## src/rtl/cnn_axil_ctrl_slave.sv

```systemverilog
// AXI4-Lite control/status slave for the CNN kernel: ap_ctrl start/done
// handshake, scalar argument registers and a level interrupt.
// Optional build macro: CNN_AXIL_ERR_RESP_EN (SLVERR on unmapped accesses).
//
// state  | meaning
// W_IDLE | collecting AW and W beats, either order
// W_RESP | write applied, holding bvalid until bready
// R_IDLE | arready high, waiting for an address
// R_DATA | rdata/rresp held, waiting for rready
module cnn_axil_ctrl_slave #(
  parameter int ADDR_WIDTH = 64,
  parameter int DEC_BITS   = 8,
  parameter int NUM_ARGS   = 4
) (
  input  logic                     ACLK,
  input  logic                     ARESETN,
  input  logic [ADDR_WIDTH-1:0]    S_AXI_awaddr,
  input  logic                     S_AXI_awvalid,
  output logic                     S_AXI_awready,
  input  logic [31:0]              S_AXI_wdata,
  input  logic [3:0]               S_AXI_wstrb,
  input  logic                     S_AXI_wvalid,
  output logic                     S_AXI_wready,
  output logic [1:0]               S_AXI_bresp,
  output logic                     S_AXI_bvalid,
  input  logic                     S_AXI_bready,
  input  logic [ADDR_WIDTH-1:0]    S_AXI_araddr,
  input  logic                     S_AXI_arvalid,
  output logic                     S_AXI_arready,
  output logic [31:0]              S_AXI_rdata,
  output logic [1:0]               S_AXI_rresp,
  output logic                     S_AXI_rvalid,
  input  logic                     S_AXI_rready,
  output logic                     ap_start,
  input  logic                     ap_done,
  input  logic                     ap_idle,
  input  logic                     ap_ready,
  output logic [32*NUM_ARGS-1:0]   args,
  output logic                     interrupt
);

  localparam int IDX_W = DEC_BITS - 2;

  typedef enum logic { W_IDLE, W_RESP } w_state_t;
  typedef enum logic { R_IDLE, R_DATA } r_state_t;

  w_state_t w_state, w_next;
  r_state_t r_state, r_next;

  logic                  aw_held, w_held, aw_held_d, w_held_d;
  logic [ADDR_WIDTH-1:0] aw_addr_q;
  logic [31:0]           wdata_q;
  logic [3:0]            wstrb_q;
  logic                  aw_take, w_take, ar_take, wr_en;
  logic [ADDR_WIDTH-1:0] wr_addr;
  logic [31:0]           wr_data;
  logic [3:0]            wr_strb;
  logic [IDX_W-1:0]      wr_idx, rd_idx;
  logic                  wr_bad, rd_bad, wr_ok;
  logic [31:0]           rd_word;

  logic                  auto_restart, done_bit, gie;
  logic [1:0]            ier, isr;
  logic [32*NUM_ARGS-1:0] args_q;
  logic                  unused_addr_bits;

  assign aw_take = S_AXI_awvalid && S_AXI_awready;
  assign w_take  = S_AXI_wvalid && S_AXI_wready;
  assign ar_take = S_AXI_arvalid && S_AXI_arready;

  // A beat captured in an earlier cycle takes precedence over the live bus.
  assign wr_addr = aw_held ? aw_addr_q : S_AXI_awaddr;
  assign wr_data = w_held ? wdata_q : S_AXI_wdata;
  assign wr_strb = w_held ? wstrb_q : S_AXI_wstrb;
  assign wr_idx  = wr_addr[DEC_BITS-1:2];
  assign rd_idx  = S_AXI_araddr[DEC_BITS-1:2];

`ifdef CNN_AXIL_ERR_RESP_EN
  assign wr_bad = (wr_addr[ADDR_WIDTH-1:DEC_BITS] != '0) || (int'(wr_idx) >= 4 + NUM_ARGS);
  assign rd_bad = (S_AXI_araddr[ADDR_WIDTH-1:DEC_BITS] != '0) || (int'(rd_idx) >= 4 + NUM_ARGS);
`else
  assign wr_bad = 1'b0;
  assign rd_bad = 1'b0;
`endif

  assign unused_addr_bits = ^{wr_addr[ADDR_WIDTH-1:DEC_BITS], wr_addr[1:0],
                              S_AXI_araddr[ADDR_WIDTH-1:DEC_BITS], S_AXI_araddr[1:0]};

  assign wr_ok        = wr_en && !wr_bad;
  assign S_AXI_bvalid = (w_state == W_RESP);
  assign S_AXI_rvalid = (r_state == R_DATA);
  assign args         = args_q;

  // FSM state registers
  always_ff @(posedge ACLK or negedge ARESETN) begin
    if (!ARESETN) begin
      w_state <= W_IDLE;
      r_state <= R_IDLE;
    end else begin
      w_state <= w_next;
      r_state <= r_next;
    end
  end

  // Next-state and beat-holding decisions for both channels
  always_comb begin
    w_next    = w_state;
    r_next    = r_state;
    wr_en     = 1'b0;
    aw_held_d = 1'b0;
    w_held_d  = 1'b0;
    case (w_state)
      W_IDLE: begin
        wr_en     = (aw_held || aw_take) && (w_held || w_take);
        aw_held_d = (aw_held || aw_take) && !wr_en;
        w_held_d  = (w_held || w_take) && !wr_en;
        if (wr_en) w_next = W_RESP;
      end
      W_RESP: if (S_AXI_bready) w_next = W_IDLE;
      default: w_next = W_IDLE;
    endcase
    case (r_state)
      R_IDLE:  if (ar_take) r_next = R_DATA;
      R_DATA:  if (S_AXI_rready) r_next = R_IDLE;
      default: r_next = R_IDLE;
    endcase
  end

  // Handshake readies, captured beats and response registers
  always_ff @(posedge ACLK or negedge ARESETN) begin
    if (!ARESETN) begin
      S_AXI_awready <= 1'b0;
      S_AXI_wready  <= 1'b0;
      S_AXI_arready <= 1'b0;
      aw_held       <= 1'b0;
      w_held        <= 1'b0;
      aw_addr_q     <= '0;
      wdata_q       <= '0;
      wstrb_q       <= '0;
      S_AXI_bresp   <= 2'b00;
      S_AXI_rdata   <= '0;
      S_AXI_rresp   <= 2'b00;
    end else begin
      aw_held       <= aw_held_d;
      w_held        <= w_held_d;
      S_AXI_awready <= (w_next == W_IDLE) && !aw_held_d;
      S_AXI_wready  <= (w_next == W_IDLE) && !w_held_d;
      S_AXI_arready <= (r_next == R_IDLE);
      if (aw_take) aw_addr_q <= S_AXI_awaddr;
      if (w_take) begin
        wdata_q <= S_AXI_wdata;
        wstrb_q <= S_AXI_wstrb;
      end
      if (wr_en) S_AXI_bresp <= wr_bad ? 2'b10 : 2'b00;
      if (ar_take) begin
        S_AXI_rdata <= rd_word;
        S_AXI_rresp <= rd_bad ? 2'b10 : 2'b00;
      end
    end
  end

  // Read mux; sees register values before any same-cycle write
  always_comb begin
    rd_word = '0;
    case (int'(rd_idx))
      0: rd_word = {24'b0, auto_restart, 3'b0, ap_ready, ap_idle, done_bit, ap_start};
      1: rd_word = {31'b0, gie};
      2: rd_word = {30'b0, ier};
      3: rd_word = {30'b0, isr};
      default: begin
        for (int i = 0; i < NUM_ARGS; i++)
          if (int'(rd_idx) == 4 + i) rd_word = args_q[32*i +: 32];
      end
    endcase
    if (rd_bad) rd_word = '0;
  end

  // Control, interrupt and argument registers
  always_ff @(posedge ACLK or negedge ARESETN) begin
    if (!ARESETN) begin
      ap_start     <= 1'b0;
      auto_restart <= 1'b0;
      done_bit     <= 1'b0;
      gie          <= 1'b0;
      ier          <= 2'b00;
      isr          <= 2'b00;
      interrupt    <= 1'b0;
      args_q       <= '0;
    end else begin
      // set from the host wins over a same-cycle clear from the kernel
      if (wr_ok && int'(wr_idx) == 0 && wr_strb[0] && wr_data[0]) ap_start <= 1'b1;
      else if (ap_ready && !auto_restart)                           ap_start <= 1'b0;
      if (wr_ok && int'(wr_idx) == 0 && wr_strb[0]) auto_restart <= wr_data[7];

      if (ap_done)                                                done_bit <= 1'b1;
      else if (ar_take && !rd_bad && int'(rd_idx) == 0)           done_bit <= 1'b0;

      if (wr_ok && int'(wr_idx) == 1 && wr_strb[0]) gie <= wr_data[0];
      if (wr_ok && int'(wr_idx) == 2 && wr_strb[0]) ier <= wr_data[1:0];
      // toggle first, then OR in events so a coincident event is never lost
      isr <= (isr ^ ((wr_ok && int'(wr_idx) == 3 && wr_strb[0]) ? wr_data[1:0] : 2'b00))
             | ({ap_ready, ap_done} & ier);
      interrupt <= gie && (isr != 2'b00);

      for (int i = 0; i < NUM_ARGS; i++)
        for (int b = 0; b < 4; b++)
          if (wr_ok && int'(wr_idx) == 4 + i && wr_strb[b])
            args_q[32*i + 8*b +: 8] <= wr_data[8*b +: 8];
    end
  end

endmodule
```

## config.mk

```make
export PLATFORM = sky130hd
export DESIGN_NAME = cnn_axil_ctrl_slave
export DESIGN_NICKNAME = d
export VERILOG_FILES = /design/src/rtl/cnn_axil_ctrl_slave.sv
export SDC_FILE = /design/constraint.sdc
export NUM_CORES = 1
export LEC_CHECK = 0
export CORE_UTILIZATION = 35
export DETAILED_ROUTE_END_ITERATION = 12
export PLACE_DENSITY = 0.72
export SYNTH_ARGS = -nofsm -noshare
export SYNTH_HDL_FRONTEND = slang
export SYNTH_SLANG_ARGS = --single-unit
```

## constraint.sdc

```tcl
create_clock -name ACLK -period 2.53 [get_ports ACLK]
set_input_delay 0.253 -clock ACLK [delete_from_list [all_inputs] [get_ports ACLK]]
set_output_delay 0.253 -clock ACLK [all_outputs]
set_load 0.005 [all_outputs]
```

==> metrics.cfg <==
[cells_and_area]
layout-drive-gt1-share_pct = 38.1
area_growth_pct = 39.6
n_antenna_cell = 0
finish.utilization_pct = 50.0
fin_nets = 1052

[placement]
routabilityCongestion = 0.758
dpl.hpwl_um = 18100
port_buffers = 224

[synthesis]
synth_area_leaders = dfrtp_1 56%, mux2_2 22%, mux4_2 7.7%
synth_top_cell_area_share_pct = 56.4
synth_warnings = 0
syn_inst = 610
async_reset_ff_share_pct = 100
ys_ff_latch = 218
synth_ff_type = dfrtp_1
synth_most_common_cell = dfrtp_1
yosysUniqueCellTypes = 49
syn_area_sq_mm = 0.00967
yosysTopAreaCell = dfrtp_1
synth-edff-count = 0
synth-seq-area-share_pct = 56.4
synth_area_per_cell_sq_um = 15.9
ys_top_cells_by_count = 218 x dfrtp_1, 189 x mux2_2, 33 x mux4_2

[floorplan]
die_area_sq_mm = 0.0283
ios = 345
coreArea_sq_mm = 0.0270
die_width_um = 168
dieHeight_um = 168
initial_core_util_pct = 35.8
row_count = 60

[clock_network]
cts_tree = done
cts_root_buffer = clkbuf_16
clk_latency_ns = 0.52
clkSlewWorstSetupHoldPaths_ns = 0.06
cts_buffers = 25
cts_max_path_buffers = 3
cts.sinks = 218
cts_resized = 0
h-tree-depth = 1

[sta]
fmax_mhz = 413
relSlewSlack_pct = 49.7
setup-violations-final = 0
final_max_slew_viol_count = 0
period_share_pct = 95.7
grt_setup_unrepaired = false
hold_viol = 0
min_period_ns = 2.42
finClkSkew_ns = 0.00888
tightest_slew_ns = 0.750

[critical_path]
slowest_stage = or4b_1
cpPeakStageDelay_ns = 0.65
critPathKind = reg -> reg
worst_ep_arrival_time_ns = 2.82
crit_path_max_fanout = 8
worstSetupStartpointType = register
worstPathCellList = or4b_1, a2111oi_4, buf_12, nand3_4, mux2_4
cp-end-kind = register
required_ns = 2.93

[power]
power_density_mw_per_mm2 = 881
leakagePower_nw = 6.05
power.total_mw = 11.9
vdd_ir_drop_max_v = 0.000465

[grt]
antenna_found_initial = 3
grt_pass1_wl_um = 40900
gr-total-overflow = 0
grt_pass1_vias = 6859
grt_max_degree = 65
grtUsageTotal_pct = 18.8

[min_path]
hold_path_class = in -> async

[detailed_routing]
drc = 0
vias = 6458
wl_um = 26300
drt_iter0_drc = 318
first_pass_iters = 4
ant_nets = 0
wl_per_cell_um = 21.3
drt-vias-per-instance = 5.22

[status]
status = completed

[flow_run]
max_cap_violations = 0

-- layout make-up --
cell class | instances | area (sq um)
Clock inverter | 15 | 194
Tap cell | 341 | 427
Timing Repair Buffer | 265 | 2640
Inverter | 10 | 37.5
Clock buffer | 31 | 688
Multi-Input combinational cell | 358 | 4060
Sequential cell | 218 | 5460
Fill cell | 2320 | 13500
-- routing by layer --
layer | vias to the layer above | routed length [um] | GRT usage, %
met2 | 191 | 12500 | 31.2
met3 | 55 | 1410 | 4.23
li1 | 2851 | - | -
met1 | 3357 | 11600 | 24.6
met5 | - | 25 | 0
met4 | 4 | 726 | 5.18
-- cell families (layout without fill, tap and decap cells) --
group | after synthesis | after routing | synth area share (%)
AND/OR/NAND/NOR | 51 | 51 | 3.70
multiplexers | 247 | 247 | 33.1
AO/OA/AOI/OAI | 56 | 56 | 4.94
buffers and inverters | 37 | 321 | 1.81
other | 1 | 4 | 0.0388
flip-flops | 218 | 218 | 56.4
-- through the flow --
step	std cells	setup WS (ns)	hold slack [ns]	setup TNS, ns	instance area, sq um
floorplan	613	0.225	-0.0426	0	9680
global placement	1191	-0.0396	0.229	-0.459	12600
detailed placement	1191	-0.0689	0.231	-0.858	12600
CTS	1238	0.0982	0.271	0	13500
global route	1238	0.0254	0.301	0	13500
finish	1238	0.108	0.250	0	13500
-- what timing repair did --
item / 4_1_cts / 5_1_grt
hold endpoints to repair: 59 / 0
hold buffers: 1 / 0
setup buffers: 0 / 0
endpoints found under the setup margin: 0 / 0
-- cell usage in the layout, fill, tap and decap left out, types with 2 or more instances in the layout --
cell and count:
clkdlybuf4s50_1 221, dfrtp_1 217, mux2_2 189, mux4_2 33, buf_4 33, a22o_1 28, clkbuf_16 25, mux2_4 16
inv_1 10, mux2i_1 9, nand3_1 7, nand2_1 7, nor2_1 7, buf_12 7, nand4_1 6, nand3_4 6
o21ai_0 5, clkinv_2 5, a21oi_1 4, conb_1 4, bufinv_16 4, clkbuf_8 4, and2_1 3, clkinvlp_4 3
a21boi_0 2, o21a_1 2, nand2_2 2, o32ai_1 2, nand3_2 2, a221o_1 2, clkbuf_1 2, clkinv_4 2
buf_2 2
-- where the power goes --
part / internal (mW) / total (mW) / switching (mW)
Combinational: 1.93 / 3.21 / 1.28
Sequential: 4.26 / 4.83 / 0.570
Clock: 2.35 / 3.85 / 1.51
-- path summary, 6_finish.rpt --
path | from | end | slack, ns | cells past startpoint
setup / recovery | aw_addr_q[5]$_DFFE_PN0P_ | args[56]$_DFFE_PN0P_ | 0.11 | 5
hold / removal | ARESETN | S_AXI_rdata[26]$_DFFE_PN0P_ | 0.25 | 2
setup reg to reg | aw_addr_q[5]$_DFFE_PN0P_ | args[56]$_DFFE_PN0P_ | 0.11 | 5
hold reg to reg | S_AXI_rdata[1]$_DFFE_PN0P_ | S_AXI_rdata[1]$_DFFE_PN0P_ | 0.50 | 2
max in group asynchronous | ARESETN | wstrb_q[2]$_DFFE_PN0P_ | 1.39 | 3
min in group ACLK | S_AXI_rready | S_AXI_rvalid$_DFF_PN0_ | 0.33 | 2
-- sequential cells by signal, summed over array words and instances, names as in the netlist, 2 cells and up --
register and count:
aw_addr_q 6, ier 2, isr 2, args 128, wdata_q 32, S_AXI_rdata 32
wstrb_q 4
-- critical path: cells and delay by family, from the launching register on --
kind	cells	cell delay [ns]
muxes	1	0.38
DFF	1	0.37
buffers and inverters	1	0.19
AOI/OAI and AO/OA	1	0.48
and+or+nand+nor	2	0.88
Note: power is estimated with default switching activity, not from simulation.
